==> config.mk <==
export PLATFORM = sky130hd
export DESIGN_NAME = id_ex_pipe_reg
export DESIGN_NICKNAME = d
export VERILOG_FILES = /design/src/rtl/id_ex_pipe_reg.sv
export SDC_FILE = /design/constraint.sdc
export NUM_CORES = 1
export LEC_CHECK = 0
export CAP_MARGIN = 20
export CORE_AREA = 2 2 154 156
export DETAILED_ROUTE_END_ITERATION = 7
export DIE_AREA = 0 0 156 158
export PLACE_DENSITY = 0.81
export SLEW_MARGIN = 20
export SYNTH_ARGS = -nofsm -noshare
export SYNTH_HDL_FRONTEND = slang
export SYNTH_SLANG_ARGS = --single-unit
==> constraint.sdc <==
create_clock -name clk -period 6.8 [get_ports clk]
set_input_delay 1.02 -clock clk [delete_from_list [all_inputs] [get_ports clk]]
set_output_delay 1.02 -clock clk [all_outputs]
set_load 0.01 [all_outputs]
==> src/rtl/id_ex_pipe_reg.sv <==
// ID/EX pipeline register: captures decoded ID fields, inserts bubbles on stall/flush, freezes on hold.
// Optional ID_EX_PERF_EN adds saturating bubble/flush counters; otherwise the counter ports read 0.
module id_ex_pipe_reg #(
    parameter int CTRL_W = 12,
    parameter int DATA_W = 32
) (
    input  logic              clk,
    input  logic              reset,
    input  logic              hold,
    input  logic              flush,
    input  logic              stall,
    input  logic [CTRL_W-1:0] ID_Ctrl,
    input  logic [DATA_W-1:0] ID_PC4,
    input  logic [DATA_W-1:0] ID_RsData,
    input  logic [DATA_W-1:0] ID_RtData,
    input  logic [DATA_W-1:0] ID_Imm,
    input  logic [4:0]        ID_Rs,
    input  logic [4:0]        ID_Rt,
    input  logic [4:0]        ID_Rd,
    input  logic [4:0]        ID_Shamt,
    output logic [CTRL_W-1:0] EX_Ctrl,
    output logic [DATA_W-1:0] EX_PC4,
    output logic [DATA_W-1:0] EX_RsData,
    output logic [DATA_W-1:0] EX_RtData,
    output logic [DATA_W-1:0] EX_Imm,
    output logic [4:0]        EX_Rs,
    output logic [4:0]        EX_Rt,
    output logic [4:0]        EX_Rd,
    output logic [4:0]        EX_Shamt,
    output logic              EX_RegWrite,
    output logic              EX_MemRead,
    output logic              EX_MemWrite,
    output logic              EX_Valid,
    output logic [31:0]       bubble_cnt,
    output logic [31:0]       flush_cnt
);

    logic [CTRL_W-1:0] ctrl_q, ctrl_d;
    logic [DATA_W-1:0] pc4_q, pc4_d;
    logic [DATA_W-1:0] rsData_q, rsData_d;
    logic [DATA_W-1:0] rtData_q, rtData_d;
    logic [DATA_W-1:0] imm_q, imm_d;
    logic [4:0]        rs_q, rs_d;
    logic [4:0]        rt_q, rt_d;
    logic [4:0]        rd_q, rd_d;
    logic [4:0]        shamt_q, shamt_d;
    logic              valid_q, valid_d;

    logic doFlush;
    logic doStall;

    // Hold outranks everything; a simultaneous flush+stall is treated purely as a flush.
    assign doFlush = !hold && flush;
    assign doStall = !hold && !flush && stall;

    always_comb begin
        ctrl_d   = ctrl_q;
        pc4_d    = pc4_q;
        rsData_d = rsData_q;
        rtData_d = rtData_q;
        imm_d    = imm_q;
        rs_d     = rs_q;
        rt_d     = rt_q;
        rd_d     = rd_q;
        shamt_d  = shamt_q;
        valid_d  = valid_q;
        if (doFlush || doStall) begin
            // All-zero bubble keeps EX_MemRead low so a load-use stall never repeats.
            ctrl_d   = '0;
            pc4_d    = '0;
            rsData_d = '0;
            rtData_d = '0;
            imm_d    = '0;
            rs_d     = '0;
            rt_d     = '0;
            rd_d     = '0;
            shamt_d  = '0;
            valid_d  = 1'b0;
        end else if (!hold) begin
            ctrl_d   = ID_Ctrl;
            pc4_d    = ID_PC4;
            rsData_d = ID_RsData;
            rtData_d = ID_RtData;
            imm_d    = ID_Imm;
            rs_d     = ID_Rs;
            rt_d     = ID_Rt;
            rd_d     = ID_Rd;
            shamt_d  = ID_Shamt;
            valid_d  = 1'b1;
        end
    end

    always_ff @(posedge clk or posedge reset) begin
        if (reset) begin
            ctrl_q   <= '0;
            pc4_q    <= '0;
            rsData_q <= '0;
            rtData_q <= '0;
            imm_q    <= '0;
            rs_q     <= '0;
            rt_q     <= '0;
            rd_q     <= '0;
            shamt_q  <= '0;
            valid_q  <= 1'b0;
        end else begin
            ctrl_q   <= ctrl_d;
            pc4_q    <= pc4_d;
            rsData_q <= rsData_d;
            rtData_q <= rtData_d;
            imm_q    <= imm_d;
            rs_q     <= rs_d;
            rt_q     <= rt_d;
            rd_q     <= rd_d;
            shamt_q  <= shamt_d;
            valid_q  <= valid_d;
        end
    end

    assign EX_Ctrl     = ctrl_q;
    assign EX_PC4      = pc4_q;
    assign EX_RsData   = rsData_q;
    assign EX_RtData   = rtData_q;
    assign EX_Imm      = imm_q;
    assign EX_Rs       = rs_q;
    assign EX_Rt       = rt_q;
    assign EX_Rd       = rd_q;
    assign EX_Shamt    = shamt_q;
    assign EX_RegWrite = ctrl_q[0];
    assign EX_MemRead  = ctrl_q[1];
    assign EX_MemWrite = ctrl_q[2];
    assign EX_Valid    = valid_q;

`ifdef ID_EX_PERF_EN
    logic [31:0] bubbleCnt_q, bubbleCnt_d;
    logic [31:0] flushCnt_q, flushCnt_d;

    // Counters saturate instead of wrapping so a long run never reports a misleadingly small value.
    always_comb begin
        bubbleCnt_d = bubbleCnt_q;
        flushCnt_d  = flushCnt_q;
        if (doStall && (bubbleCnt_q != 32'hFFFF_FFFF)) begin
            bubbleCnt_d = bubbleCnt_q + 32'd1;
        end
        if (doFlush && (flushCnt_q != 32'hFFFF_FFFF)) begin
            flushCnt_d = flushCnt_q + 32'd1;
        end
    end

    always_ff @(posedge clk or posedge reset) begin
        if (reset) begin
            bubbleCnt_q <= '0;
            flushCnt_q  <= '0;
        end else begin
            bubbleCnt_q <= bubbleCnt_d;
            flushCnt_q  <= flushCnt_d;
        end
    end

    assign bubble_cnt = bubbleCnt_q;
    assign flush_cnt  = flushCnt_q;
`else
    assign bubble_cnt = 32'd0;
    assign flush_cnt  = 32'd0;
`endif

endmodule

=== Yosys cells after proc, flatten, opt, wreduce, memory -nomap -nowiden ===
Index checks and enable logic that the tools add are counted.

* Flip-flop bits (word level): 161
* Input port bits: 165

* Eq/ne operators: 1
* Muxes and demuxes: 20
* Reductions and logical operators: 6

{| class="wikitable"
|+ Operators with widths
! operator !! count
|-
| $mux W32 || 8
|-
| $mux W5 || 8
|-
| $mux W12 || 2
|-
| $logic_and A1 B1 Y1 || 3
|-
| $logic_not A1 Y1 || 2
|-
| $mux W1 || 2
|-
| $ne A2 B1 Y1 const B || 1
|-
| $logic_or A1 B1 Y1 || 1
|}

=== Longest topological paths before layout ===
* Word-level depth: 5
* Depth in mapped cells: 6
* Gate-level depth less buffers: 2

=== Least setup slack after synthesis ===
No wires, ideal clock.

* Path type: input port to flip-flop
* From: in hold
* To: reg ctrl_q[0] (netlist: EX_Ctrl[0])
* Library setup time: 133 ps
* Arrival: 1723 ps
* Data required time: 6667 ps
* Slack: 4944 ps
* Stages: 6
* Path buffers: 4
* Path through: buf_2 buf_4 buf_4 buf_4 nand2_1 o21ai_0

* Cells in the longest elaborated chain, start to end: 5

{| class="wikitable"
|+ Ends and longest elaborated chain
! element !! RTL line !! text
|-
| start, declared || 9 || <nowiki>input logic hold,</nowiki>
|-
| $logic_not A1 Y1 || - ||
|-
| $logic_and A1 B1 Y1 (2 in a row) || 54 || <nowiki>assign doStall = !hold && !flush && stall;</nowiki>
|-
| $logic_or A1 B1 Y1 || 67 || <nowiki>if (doFlush || doStall) begin</nowiki>
|-
| $ne A2 B1 Y1 (no source line) / $mux W12 (equally long branches) || - ||
|-
| end signal, assigned || 106 || <nowiki>ctrl_q <= ctrl_d;</nowiki>
|-
| end, declared || 38 || <nowiki>logic [CTRL_W-1:0] ctrl_q, ctrl_d;</nowiki>
|}

Parallel ways exist; a longest one is shown, timed or not.
A chain may end at the register's enable or synchronous reset.

=== Final worst setup path ===
* From: in flush
* To: reg ctrl_q[10] (netlist: EX_Ctrl[10])

* Cells in the longest elaborated chain, start to end: 5

{| class="wikitable"
|+ Ends and longest elaborated chain
! element !! RTL line !! text
|-
| start, declared || 10 || <nowiki>input logic flush,</nowiki>
|-
| $logic_not A1 Y1 || 54 ||
|-
| $logic_and A1 B1 Y1 (2 in a row) || 54 ||
|-
| $logic_or A1 B1 Y1 (*) || 67 ||
|-
| $ne A2 B1 Y1 (no source line) / $mux W12 (equally long branches) || - ||
|}

Mark *: on every way between the ends. The rest lies on a longest branch, timed or not.

==> metrics list <==
- Before CTS, the worst setup slack after placement is 3.463 ns.
- HP Class: register to register
- Row generation in the floorplan step produced 56 rows.
- Half-perimeter wire length after placement: 13.26 mm
* Final cycle utilization of the critical path: 0.4180
- Buffers inserted to repair hold after CTS numbered 0.
* Number of levels in the clock H-tree: 4
* Number of pins exceeding their max-slew limit in the final report: 0
- RSZ-0062 raised after global routing: no
* Netlist area before placement: 0.007727 mm2
- Inserted Diodes: 0
- Netlist cell types: 13
* Reg2reg path depth: 2
* Launching point of the worst reg2reg path: EX_Ctrl[1]$_DFFE_PP0P_
- IR analysis of the VDD net gives a maximum drop of 0.0001334 V.
- The via count of the first global-routing pass is 5703.
- Data arrival time of the worst path: 3.09 ns
- Global routing usage summed across all routing layers: 0.1533
- 393 I/O pins were placed.
- Multiplexer share of the synthesized area: 0
- The filler cells instantiated in the layout total 2127.
- Pin count of the biggest net entering global routing: 181
* Clock tree from TritonCTS: built
* Worst setup path startpoint: flush
- Global-route wire length before repair: 29.66 mm
* Worst-path clk slew: 0.07 ns
- Post-Syn Area per Cell: 10.07 um2
* Count of state elements after synthesis: 161
* Largest stage delay, worst path: 0.82 ns
* Routability congestion estimate from global placement: 0.7525
- Length of the first detailed-routing pass in iterations: 4
- Wires add up to 19.17 mm.
- After routing, the total negative slack on setup checks comes to 0 ns.
- Number of failing setup endpoints in the final timing report: 0
- Crit-path max FO: 81
- Crit path depth: 4
- Critical Path Source Type: input port
- Die extent in y: 158 um
- Overall die area: 0.02465 mm2
- Required time worst endpoint: 7.04 ns
- Simple-gate portion of the synthesized area: 0.2085
- Fraction of layout cells with a size suffix above 1: 0.1202
- Buffers added to address setup during post-CTS repair amount to 0.
- The share of synthesized area in the top cell type comes to 0.5214.
- Yosys top cell by area: sky130_fd_sc_hd__dfrtp_1
- Starting utilization of the core area: 0.3352
* Detailed-route via count: 5945
* Yosys warning total: 0
- Traced cell by cell, the critical path runs through clkdlybuf4s50_1 -> or2_4 -> buf_4 -> o21ai_0.
- Sum of overflow across all layers after global routing: 0
- Type of element capturing the critical path: register
* Worst path top cell family by delay: buffers and inverters
- Setup Crit Path Kind: input port to register
- After synthesis, the largest family of logic cells by area is simple AND/OR/NAND/NOR gates.
- Synthesis produced a netlist whose cell count is 767.
- Number of enable-type register cells in the synthesized netlist: 0
- In this run the worst setup path terminates at EX_Ctrl[10]$_DFFE_PP0P_.
- On the final layout, the worst clock skew is 0 ns.
- The number of hold violations in the final report was 0.
- Once routing completed, OpenROAD measured the worst setup slack at 3.958 ns.
- In this run the register-to-register setup slack is 6.07 ns.
* Headroom to the max-slew limit: 0.2695
* Count of antenna-violating nets left after detailed routing: 0
- Total of buffers placed on input and output ports: 328
- By area the synthesized netlist is led by sky130_fd_sc_hd__dfrtp_1 (52%), sky130_fd_sc_hd__nand2b_1 (13%), sky130_fd_sc_hd__o21ai_2 (10%), sky130_fd_sc_hd__nand2_1 (7.8%), sky130_fd_sc_hd__buf_4 (7.6%).
- Maximum Capacitance Violations: 0
- Using the TritonRoute via totals, the vias-per-cell ratio works out to 4.362.
- The die is 156 um wide.
* Insertion delay to the later sink of the worst-skew pair: 0.41 ns
* Slowest stage cell, crit path: sky130_fd_sc_hd__buf_4
- The run finished with clean final reports.
- Antenna violations before repair: 1
- Among all flip-flop cells after synthesis, the most frequent one is sky130_fd_sc_hd__dfrtp_1.
- XOR/XNOR Fraction of Synth Area: 0
* Number of buffers between clock root and the deepest sink: 2
- Of the synthesized area, sequential elements account for 0.5214.
* DRC violation total after the first TritonRoute iteration: 259
- Root Buffer Master: sky130_fd_sc_hd__clkbuf_16
- Ys async rst share: 1.000
- Num CTS Buffers: 17
- Area grow syn2layout: 46.78%
- Derived from the worst setup path, the maximum achievable clock frequency is 351.8 MHz.
- Of the total synthesized cell area, the portion taken by full adders, half adders and majority gates is 0.
- Final Net Count: 1225
- DR WL/cell: 14.06 um
* Post-cts resize count: 0
- Remaining DRCs: 0
- The core region is 0.02305 mm2.
- The complex-gate fraction of the synthesized area was 0.1480.
- R2r endpoint: EX_Ctrl[1]$_DFFE_PP0P_
* Lkg Pwr: 4.828 nW
- Clock sink total: 161
* Total power per unit cell area: 216.7 mW/mm2
- Top cells by instance count after synthesis: sky130_fd_sc_hd__dfrtp_1 (161), sky130_fd_sc_hd__nand2_1 (161), sky130_fd_sc_hd__nand2b_1 (160)
- Transition time of the tightest slew-check pin: 1.096 ns
* Shortest period the worst path allows: 2.842 ns
- The critical path contains buffers and inverters numbering 2 combined.
-- worst min-delay path by stage --
stage / start / end / slack, ns / cells past startpoint
2_1_floorplan: EX_Ctrl[10]$_DFFE_PP0P_ / EX_Ctrl[10]$_DFFE_PP0P_ / 0.52 / 2
3_3_place_gp: EX_RsData[24]$_DFFE_PP0P_ / EX_RsData[24]$_DFFE_PP0P_ / 0.46 / 2
3_5_place_dp: EX_RsData[4]$_DFFE_PP0P_ / EX_RsData[4]$_DFFE_PP0P_ / 0.46 / 2
4_1_cts: EX_RsData[4]$_DFFE_PP0P_ / EX_RsData[4]$_DFFE_PP0P_ / 0.48 / 2
5_1_grt: EX_RtData[13]$_DFFE_PP0P_ / EX_RtData[13]$_DFFE_PP0P_ / 0.49 / 2
6_report: EX_RsData[3]$_DFFE_PP0P_ / EX_RsData[3]$_DFFE_PP0P_ / 0.48 / 2
-- worst min-delay path, cell delays in order, from the launching register on --
cell and delay (ns):
sky130_fd_sc_hd__dfrtp_1 0.34, sky130_fd_sc_hd__nand2_1 0.06, sky130_fd_sc_hd__o21ai_2 0.05
-- power breakdown --
group / internal (W) / switching [W] / leakage, nW / total, W
logic: 0.000223 / 0.000184 / 2.36 / 0.000407
registers: 0.00101 / 0.0000284 / 2.17 / 0.00104
clock network: 0.000577 / 0.000435 / 0.298 / 0.00101
-- layout by cell type, fill, tap and decap left out --
cell type                         netlist  routed
sky130_fd_sc_hd__buf_6                  2       1
sky130_fd_sc_hd__o21ai_2               90      90
sky130_fd_sc_hd__nand2b_1             160     160
sky130_fd_sc_hd__clkbuf_16              0      17
sky130_fd_sc_hd__clkinv_4               0       2
sky130_fd_sc_hd__buf_4                 78       3
sky130_fd_sc_hd__clkdlybuf4s50_1        0     327
sky130_fd_sc_hd__bufinv_16              0       2
sky130_fd_sc_hd__or2_4                  0       1
sky130_fd_sc_hd__inv_8                  0       4
sky130_fd_sc_hd__nand2_1              161     161
sky130_fd_sc_hd__clkinvlp_4             0       2
sky130_fd_sc_hd__inv_6                  0       4
sky130_fd_sc_hd__conb_1                 1      64
sky130_fd_sc_hd__dfrtp_1              161     161
sky130_fd_sc_hd__o21ai_0               71      71
sky130_fd_sc_hd__buf_12                10       1
sky130_fd_sc_hd__clkbuf_8               0       2
-- cell families after synthesis --
kind of cell	count (synthesis)
flip-flops	161
AND/OR/NAND/NOR	322
buffers and inverters	122
other	1
AO/OA/AOI/OAI	161
-- stage by stage --
stage	utilization	instances	hold WS [ns]	instance area [um2]	total power (W)
after floorplan	-	830	0.5175	7964	0.001274
after global placement	0.4653	1331	0.4588	10730	0.001464
after detailed placement	0.4653	1331	0.4647	10730	0.001470
after CTS	0.4920	1363	0.4798	11340	0.002495
after global routing	0.4920	1363	0.4934	11340	0.002571
final	0.4920	1363	0.4765	11340	0.002457
-- per-layer routing --
layer | wire, um | up-vias | track usage
met2 | 9159 | 258 | 0.2566
met1 | 7679 | 2745 | 0.1771
met5 | 0 | - | 0
met4 | 397 | 0 | 0.05592
li1 | - | 2914 | -
met3 | 1934 | 28 | 0.06296
-- area by class of cell --
class,count,area (um2),share of cell area
repair buffers,332,3327,0.2933
well taps,290,362.8,0.03199
flip-flops and latches,161,4029,0.3552
clock inverters,13,163.9,0.01445
clock buffers,19,452.9,0.03993
inverters,1,8.758,0.0007722
multi-input cells,547,2998,0.2643
-- registers in the layout, summed over array words and instances, names as in the netlist --
signal / cells
EX_Imm: 32
EX_Valid: 1
EX_Rs: 5
EX_Rt: 5
EX_RsData: 32
EX_RtData: 32
EX_PC4: 32
EX_Ctrl: 12
EX_Shamt: 5
EX_Rd: 5
Power figures use the tool's default switching activity.
